## src/rtl/axi_ram_port_arb.sv

```systemverilog
// -----------------------------------------------------------------------------
// axi_ram_port_arb
//
// Shares one AXI4 slave memory between two simple word-access requesters.
// One request is accepted at a time and turned into a single-beat AXI4 write
// (AW + W, then B) or read (AR, then R). The result comes back to the
// requester as a one-cycle rsp_valid pulse. At most one transaction is
// outstanding.
//
// Configuration macro:
//   ARB_FIXED_PRIO_EN  defined   -> port 0 has strict priority (port 1 may starve)
//                      undefined -> round-robin between the two ports (default)
//
// Ports (per-port buses are packed, port n occupies slice [n*W +: W]):
//   clk, rst                  clock, synchronous active-high reset
//   req_valid/req_ready [2]   request handshake per port (ready is combinational)
//   req_we [2]                1 = write, 0 = read
//   req_addr/wdata/wstrb      per-port byte address, write data, byte strobes
//   rsp_valid [2]             one-cycle completion pulse, no backpressure
//   rsp_rdata, rsp_err        shared read data and bresp/rresp[1]
//   m_axi_aw*/w*/b*/ar*/r*    AXI4 master port towards the RAM slave
// -----------------------------------------------------------------------------
module axi_ram_port_arb #(
  parameter int  DATA_WIDTH = 32,
  parameter int  ADDR_WIDTH = 8,
  parameter int  ID_WIDTH   = 8,
  localparam int STRB_WIDTH = DATA_WIDTH / 8
) (
  input  logic                    clk,
  input  logic                    rst,
  // requester side
  input  logic [1:0]              req_valid,
  output logic [1:0]              req_ready,
  input  logic [1:0]              req_we,
  input  logic [2*ADDR_WIDTH-1:0] req_addr,
  input  logic [2*DATA_WIDTH-1:0] req_wdata,
  input  logic [2*STRB_WIDTH-1:0] req_wstrb,
  output logic [1:0]              rsp_valid,
  output logic [DATA_WIDTH-1:0]   rsp_rdata,
  output logic                    rsp_err,
  // AXI write address
  output logic [ID_WIDTH-1:0]     m_axi_awid,
  output logic [ADDR_WIDTH-1:0]   m_axi_awaddr,
  output logic [7:0]              m_axi_awlen,
  output logic [2:0]              m_axi_awsize,
  output logic [1:0]              m_axi_awburst,
  output logic                    m_axi_awvalid,
  input  logic                    m_axi_awready,
  // AXI write data
  output logic [DATA_WIDTH-1:0]   m_axi_wdata,
  output logic [STRB_WIDTH-1:0]   m_axi_wstrb,
  output logic                    m_axi_wlast,
  output logic                    m_axi_wvalid,
  input  logic                    m_axi_wready,
  // AXI write response
  input  logic [ID_WIDTH-1:0]     m_axi_bid,
  input  logic [1:0]              m_axi_bresp,
  input  logic                    m_axi_bvalid,
  output logic                    m_axi_bready,
  // AXI read address
  output logic [ID_WIDTH-1:0]     m_axi_arid,
  output logic [ADDR_WIDTH-1:0]   m_axi_araddr,
  output logic [7:0]              m_axi_arlen,
  output logic [2:0]              m_axi_arsize,
  output logic [1:0]              m_axi_arburst,
  output logic                    m_axi_arvalid,
  input  logic                    m_axi_arready,
  // AXI read data
  input  logic [ID_WIDTH-1:0]     m_axi_rid,
  input  logic [DATA_WIDTH-1:0]   m_axi_rdata,
  input  logic [1:0]              m_axi_rresp,
  input  logic                    m_axi_rlast,
  input  logic                    m_axi_rvalid,
  output logic                    m_axi_rready
);

  localparam logic [2:0] AXSIZE      = 3'($clog2(STRB_WIDTH));
  localparam logic [1:0] BURST_INCR  = 2'b01;

  typedef enum logic [2:0] {
    S_IDLE,
    S_WR,    // AW and W outstanding
    S_WB,    // waiting for write response
    S_RD,    // AR outstanding
    S_RW,    // waiting for read data
    S_DONE   // response pulse to the requester
  } state_t;

  state_t state_q, state_d;

  logic                  grant_port;
  logic                  accept;
  logic                  aw_pend, w_pend;
  logic                  aw_clear, w_clear;

  logic                  lat_port;
  logic [ADDR_WIDTH-1:0] lat_addr;
  logic [DATA_WIDTH-1:0] lat_wdata;
  logic [STRB_WIDTH-1:0] lat_wstrb;

`ifndef ARB_FIXED_PRIO_EN
  logic                  rr_last;
`endif

  // Response IDs, the low response bits and rlast carry nothing this block
  // needs: every transfer is single-beat and only one is ever in flight.
  logic unused_inputs;
  assign unused_inputs = ^{m_axi_bid, m_axi_rid, m_axi_bresp[0], m_axi_rresp[0], m_axi_rlast};

  // ---------------------------------------------------------------------------
  // Arbitration
  // ---------------------------------------------------------------------------
  // NOTE: every signal written in an always_comb gets a default first, so no
  // path through the block leaves it unassigned and no latch is inferred.
  always_comb begin
    grant_port = 1'b0;
`ifdef ARB_FIXED_PRIO_EN
    grant_port = ~req_valid[0];
`else
    if (req_valid[0] && req_valid[1]) grant_port = ~rr_last;
    else                              grant_port = req_valid[1];
`endif
  end

  assign accept = (state_q == S_IDLE) && (|req_valid);

  // A write channel is clear once its handshake happened earlier or happens now.
  assign aw_clear = !aw_pend || m_axi_awready;
  assign w_clear  = !w_pend  || m_axi_wready;

  // ---------------------------------------------------------------------------
  // State register and control flags
  // ---------------------------------------------------------------------------
  // NOTE: sequential state uses non-blocking assignments so every register
  // samples the pre-edge values, independent of statement order.
  always_ff @(posedge clk) begin
    if (rst) begin
      state_q   <= S_IDLE;
      aw_pend   <= 1'b0;
      w_pend    <= 1'b0;
      rsp_rdata <= '0;
      rsp_err   <= 1'b0;
`ifndef ARB_FIXED_PRIO_EN
      rr_last   <= 1'b1;
`endif
    end else begin
      state_q <= state_d;
      if (accept) begin
        aw_pend <= req_we[grant_port];
        w_pend  <= req_we[grant_port];
`ifndef ARB_FIXED_PRIO_EN
        rr_last <= grant_port;
`endif
      end else begin
        if (aw_pend && m_axi_awready) aw_pend <= 1'b0;
        if (w_pend  && m_axi_wready)  w_pend  <= 1'b0;
      end
      if (state_q == S_WB && m_axi_bvalid) rsp_err <= m_axi_bresp[1];
      if (state_q == S_RW && m_axi_rvalid) begin
        rsp_rdata <= m_axi_rdata;
        rsp_err   <= m_axi_rresp[1];
      end
    end
  end

  // NOTE: the request latches are pure datapath and carry no reset; they are
  // only read after an accept has loaded them.
  always_ff @(posedge clk) begin
    if (accept) begin
      lat_port  <= grant_port;
      lat_addr  <= req_addr[grant_port*ADDR_WIDTH +: ADDR_WIDTH];
      lat_wdata <= req_wdata[grant_port*DATA_WIDTH +: DATA_WIDTH];
      lat_wstrb <= req_wstrb[grant_port*STRB_WIDTH +: STRB_WIDTH];
    end
  end

  // ---------------------------------------------------------------------------
  // Next-state logic
  // ---------------------------------------------------------------------------
  always_comb begin
    state_d = state_q;
    unique case (state_q)
      S_IDLE: if (accept) state_d = req_we[grant_port] ? S_WR : S_RD;
      S_WR:   if (aw_clear && w_clear) state_d = S_WB;
      S_WB:   if (m_axi_bvalid) state_d = S_DONE;
      S_RD:   if (m_axi_arready) state_d = S_RW;
      S_RW:   if (m_axi_rvalid) state_d = S_DONE;
      S_DONE: state_d = S_IDLE;
      default: state_d = S_IDLE;
    endcase
  end

  // ---------------------------------------------------------------------------
  // Outputs
  // ---------------------------------------------------------------------------
  always_comb begin
    req_ready     = '0;
    rsp_valid     = '0;
    m_axi_arvalid = 1'b0;
    m_axi_bready  = 1'b0;
    m_axi_rready  = 1'b0;
    unique case (state_q)
      S_IDLE: if (|req_valid) req_ready[grant_port] = 1'b1;
      S_WB:   m_axi_bready  = 1'b1;
      S_RD:   m_axi_arvalid = 1'b1;
      S_RW:   m_axi_rready  = 1'b1;
      S_DONE: rsp_valid[lat_port] = 1'b1;
      default: ;
    endcase
  end

  assign m_axi_awvalid = aw_pend;
  assign m_axi_wvalid  = w_pend;

  assign m_axi_awid    = {{(ID_WIDTH-1){1'b0}}, lat_port};
  assign m_axi_awaddr  = lat_addr;
  assign m_axi_awlen   = 8'd0;
  assign m_axi_awsize  = AXSIZE;
  assign m_axi_awburst = BURST_INCR;

  assign m_axi_wdata   = lat_wdata;
  assign m_axi_wstrb   = lat_wstrb;
  assign m_axi_wlast   = 1'b1;

  assign m_axi_arid    = {{(ID_WIDTH-1){1'b0}}, lat_port};
  assign m_axi_araddr  = lat_addr;
  assign m_axi_arlen   = 8'd0;
  assign m_axi_arsize  = AXSIZE;
  assign m_axi_arburst = BURST_INCR;

endmodule

```

## config.mk

```make
export PLATFORM = sky130hd
export DESIGN_NAME = axi_ram_port_arb
export DESIGN_NICKNAME = d
export VERILOG_FILES = /design/src/rtl/axi_ram_port_arb.sv
export SDC_FILE = /design/constraint.sdc
export NUM_CORES = 1
export LEC_CHECK = 0
export CORE_AREA = 2 2 112 114
export DETAILED_ROUTE_END_ITERATION = 16
export DIE_AREA = 0 0 114 116
export GPL_ROUTABILITY_DRIVEN = 0
export PLACE_DENSITY = 0.82
export SLEW_MARGIN = 20
export SYNTH_ARGS = -nofsm -noshare
export SYNTH_HDL_FRONTEND = slang
export SYNTH_SLANG_ARGS = --single-unit
```

## constraint.sdc

```tcl
create_clock -name clk -period 4.7 [get_ports clk]
set_clock_uncertainty 0.15 [all_clocks]
set_input_delay 0.705 -clock clk [delete_from_list [all_inputs] [get_ports clk]]
set_output_delay 0.705 -clock clk [all_outputs]
set_load 0.005 [all_outputs]
```

==> flow_metrics.env <==
export IMPL_tritoncts="built"
export IMPL_final_antenna_net_count=0
export IMPL_dpl_instance_area_sq_um=6000
export IMPL_pin_count=289
export IMPL_ir_drop_mv=0.164
export IMPL_leakage_nw=2.25
export IMPL_async_flop_share=0
export IMPL_synthFlopType="edfxtp_1"
export IMPL_yosys_area_share_adder=0
export IMPL_antenna_cells=0
export IMPL_die_y_um=116
export IMPL_cts_max_level=3
export IMPL_synth_seq_area_share=0.553
export IMPL_post_route_period_util=0.645
export IMPL_cp_arrival_ns=2.17
export IMPL_outcome="finished, final reports clean"
export IMPL_netlist_area_leader_share=0.351
export IMPL_syn_to_final_growth_pct=62.2
export IMPL_fin_ws_ns=1.67
export IMPL_min_period_ns=3.03
export IMPL_numCtsBuffers=9
export IMPL_r2r_cells=3
export IMPL_drc=0
export IMPL_clk_latency_ns=0.33
export IMPL_grt_max_degree=46
export IMPL_row_count=40
export IMPL_route_vias_total=3168
export IMPL_synth_cells=351
export IMPL_grt_pass1_vias=3062
export IMPL_postCtsHoldBufs=0
export IMPL_synth_edf_count=45
export IMPL_tightestPinTransition_ns=0.931
export IMPL_avgSynthCellArea_sq_um=11.0
export IMPL_stdcell_area_sq_um=6250
export IMPL_yosysWarningCount=0
export IMPL_core_area_sq_um=11900
export IMPL_drv_slew=0
export IMPL_p_per_area_nw_per_um2=378
export IMPL_dieArea_sq_um=13200
export IMPL_crit_fanout=4
export IMPL_grt_ovfl_total=0
export IMPL_wire_per_inst_um=14.8
export IMPL_yosysUniqueCellTypes=31
export IMPL_die_x_um=114
export IMPL_hold_violations=0
export IMPL_first_pass_iters=6
export IMPL_post_place_ws_ns=1.67
export IMPL_post_cts_resized=0
export IMPL_place_port_buffers=228
export IMPL_synth_compound_area_frac=0.0705
export IMPL_setup_viol=0
export IMPL_synth_top_family_by_area="buffers and inverters"
export IMPL_critical_path_required_ns=3.85
export IMPL_max_freq_mhz=330
export IMPL_yosys_area_top_type="edfxtp_1"
export IMPL_cts_sinks=84
export IMPL_timing_hold_ws_ns=0.304
export IMPL_grt_setup_unrepaired="no"
export IMPL_end_kind="primary output"
export IMPL_vias_per_cell=4.44
export IMPL_clk_pin_slew_ns=0.05
export IMPL_grt_pass1_wl_mm=15.6
export IMPL_synth_area_leaders="edfxtp_1 35%, dfxtp_1 20%, buf_4 11%"
export IMPL_start_kind="input pin"
export IMPL_grt_total_usage=0.156
export IMPL_finalSetupTns_ns=0
export IMPL_maxSlewHeadroom=0.378
export IMPL_drt_iter0_markers=92
export IMPL_initial_core_util=0.323
export IMPL_maxCapViolCount=0
export IMPL_ys_ff_latch=84
export IMPL_synth_xor_area_share=0
export IMPL_fill_cells=1061
export IMPL_muxShareOfSynthArea=0.131
export IMPL_whs_path_depth=2
export IMPL_synthSimpleGateAreaFrac=0.111
export IMPL_cts_buffer_depth=2
export IMPL_place_hpwl_mm=8.29
export IMPL_nNetsFinal=713
export IMPL_final_core_util=0.525
export IMPL_wirelength_mm=10.6
export IMPL_drive_gt1_frac=0.0601
export IMPL_worstSetupPathType="input pin to primary output"
export IMPL_hold_class="register to register"
export IMPL_antenna_found_initial=0
export IMPL_cts_root_buf="clkbuf_16"
export IMPL_cts_setup_buffers=0
export IMPL_mappedNetlistArea_sq_um=3850
where the power goes:
group | internal (mW) | switching, mW
logic | 0.433 | 0.281
clock network | 0.349 | 0.262
registers | 0.965 | 0.0726
worst max-delay path, stage by stage:
cell,delay (ns)
clkdlybuf4s50_1,0.53
a21boi_4,0.26
and2_1,0.15
clkdlybuf4s50_1,0.52
cells in the mapped netlist (2+ instances only):
cell type and number:
conb_1 2, dfxtp_1 39, o21ai_0 3, clkbuf_1 4, edfxtp_1 45, nor2b_1 4, nand2_1 69, a21oi_1 38
buf_2 7, mux2_2 17, nor3_1 6, nand2b_1 3, nor2_1 9, a211o_1 2, and3_1 2, mux2_1 27
buf_4 58, inv_1 3
cells by family after synthesis:
group,after synthesis
and+or+nand+nor,99
DFF,84
buffers and inverters,73
AOI/OAI and AO/OA,48
muxes,45
other,2
layout make-up:
cell class	instances	area, sq um	area share
timing repair buffer	230	2300	0.368
sequential	84	2130	0.341
multi-input combinational	233	1370	0.220
clock buffer	11	233	0.0372
tap	147	184	0.0294
clock inverter	5	18.8	0.00300
inverter	3	11.3	0.00180
cells in the final DEF (no fill, tap or decap), types with 2 or more instances in the layout:
cell	instances
dfxtp_1	39
inv_1	2
a21oi_1	38
buf_4	2
nor2b_1	4
a211o_1	2
nand2b_1	3
edfxtp_1	45
nor2_1	9
conb_1	41
nor3_1	6
nand2_1	69
clkdlybuf4s50_1	228
o21ai_0	3
clkinv_1	5
mux2_2	17
clkbuf_16	9
mux2_1	27
clkbuf_1	2
registers in the layout, summed over array words and instances, names as in the netlist:
register / count
m_axi_wdata: 32
rsp_rdata: 32
m_axi_araddr: 8
m_axi_wstrb: 4
state_q: 3
lat_port: 1
m_axi_awvalid: 1
m_axi_wvalid: 1
rr_last: 1
rsp_err: 1
routing by layer:
metal	up-vias	wire [um]	track usage
li1	1527	-	-
met3	13	1160	0.0690
met1	1440	3670	0.151
met5	-	0	0
met4	0	197	0.0650
met2	188	5560	0.289
final timing paths:
kind	end	startpoint	slack, ns
worst max-delay path	req_ready[1]	req_valid[1]	1.67
worst min-delay path	rsp_rdata[22]	rsp_rdata[22]	0.30
worst max register to register	m_axi_wdata[23]	state_q[0]	2.55
worst min register to register	rsp_rdata[22]	rsp_rdata[22]	0.30
stage by stage:
step | power [mW] | cells
finish | 2.36 | 713
global route | 2.49 | 713
CTS | 2.40 | 713
detailed placement | 1.78 | 697
global placement | 1.75 | 697
floorplan | 1.36 | 390
Power figures use the tool's default switching activity.
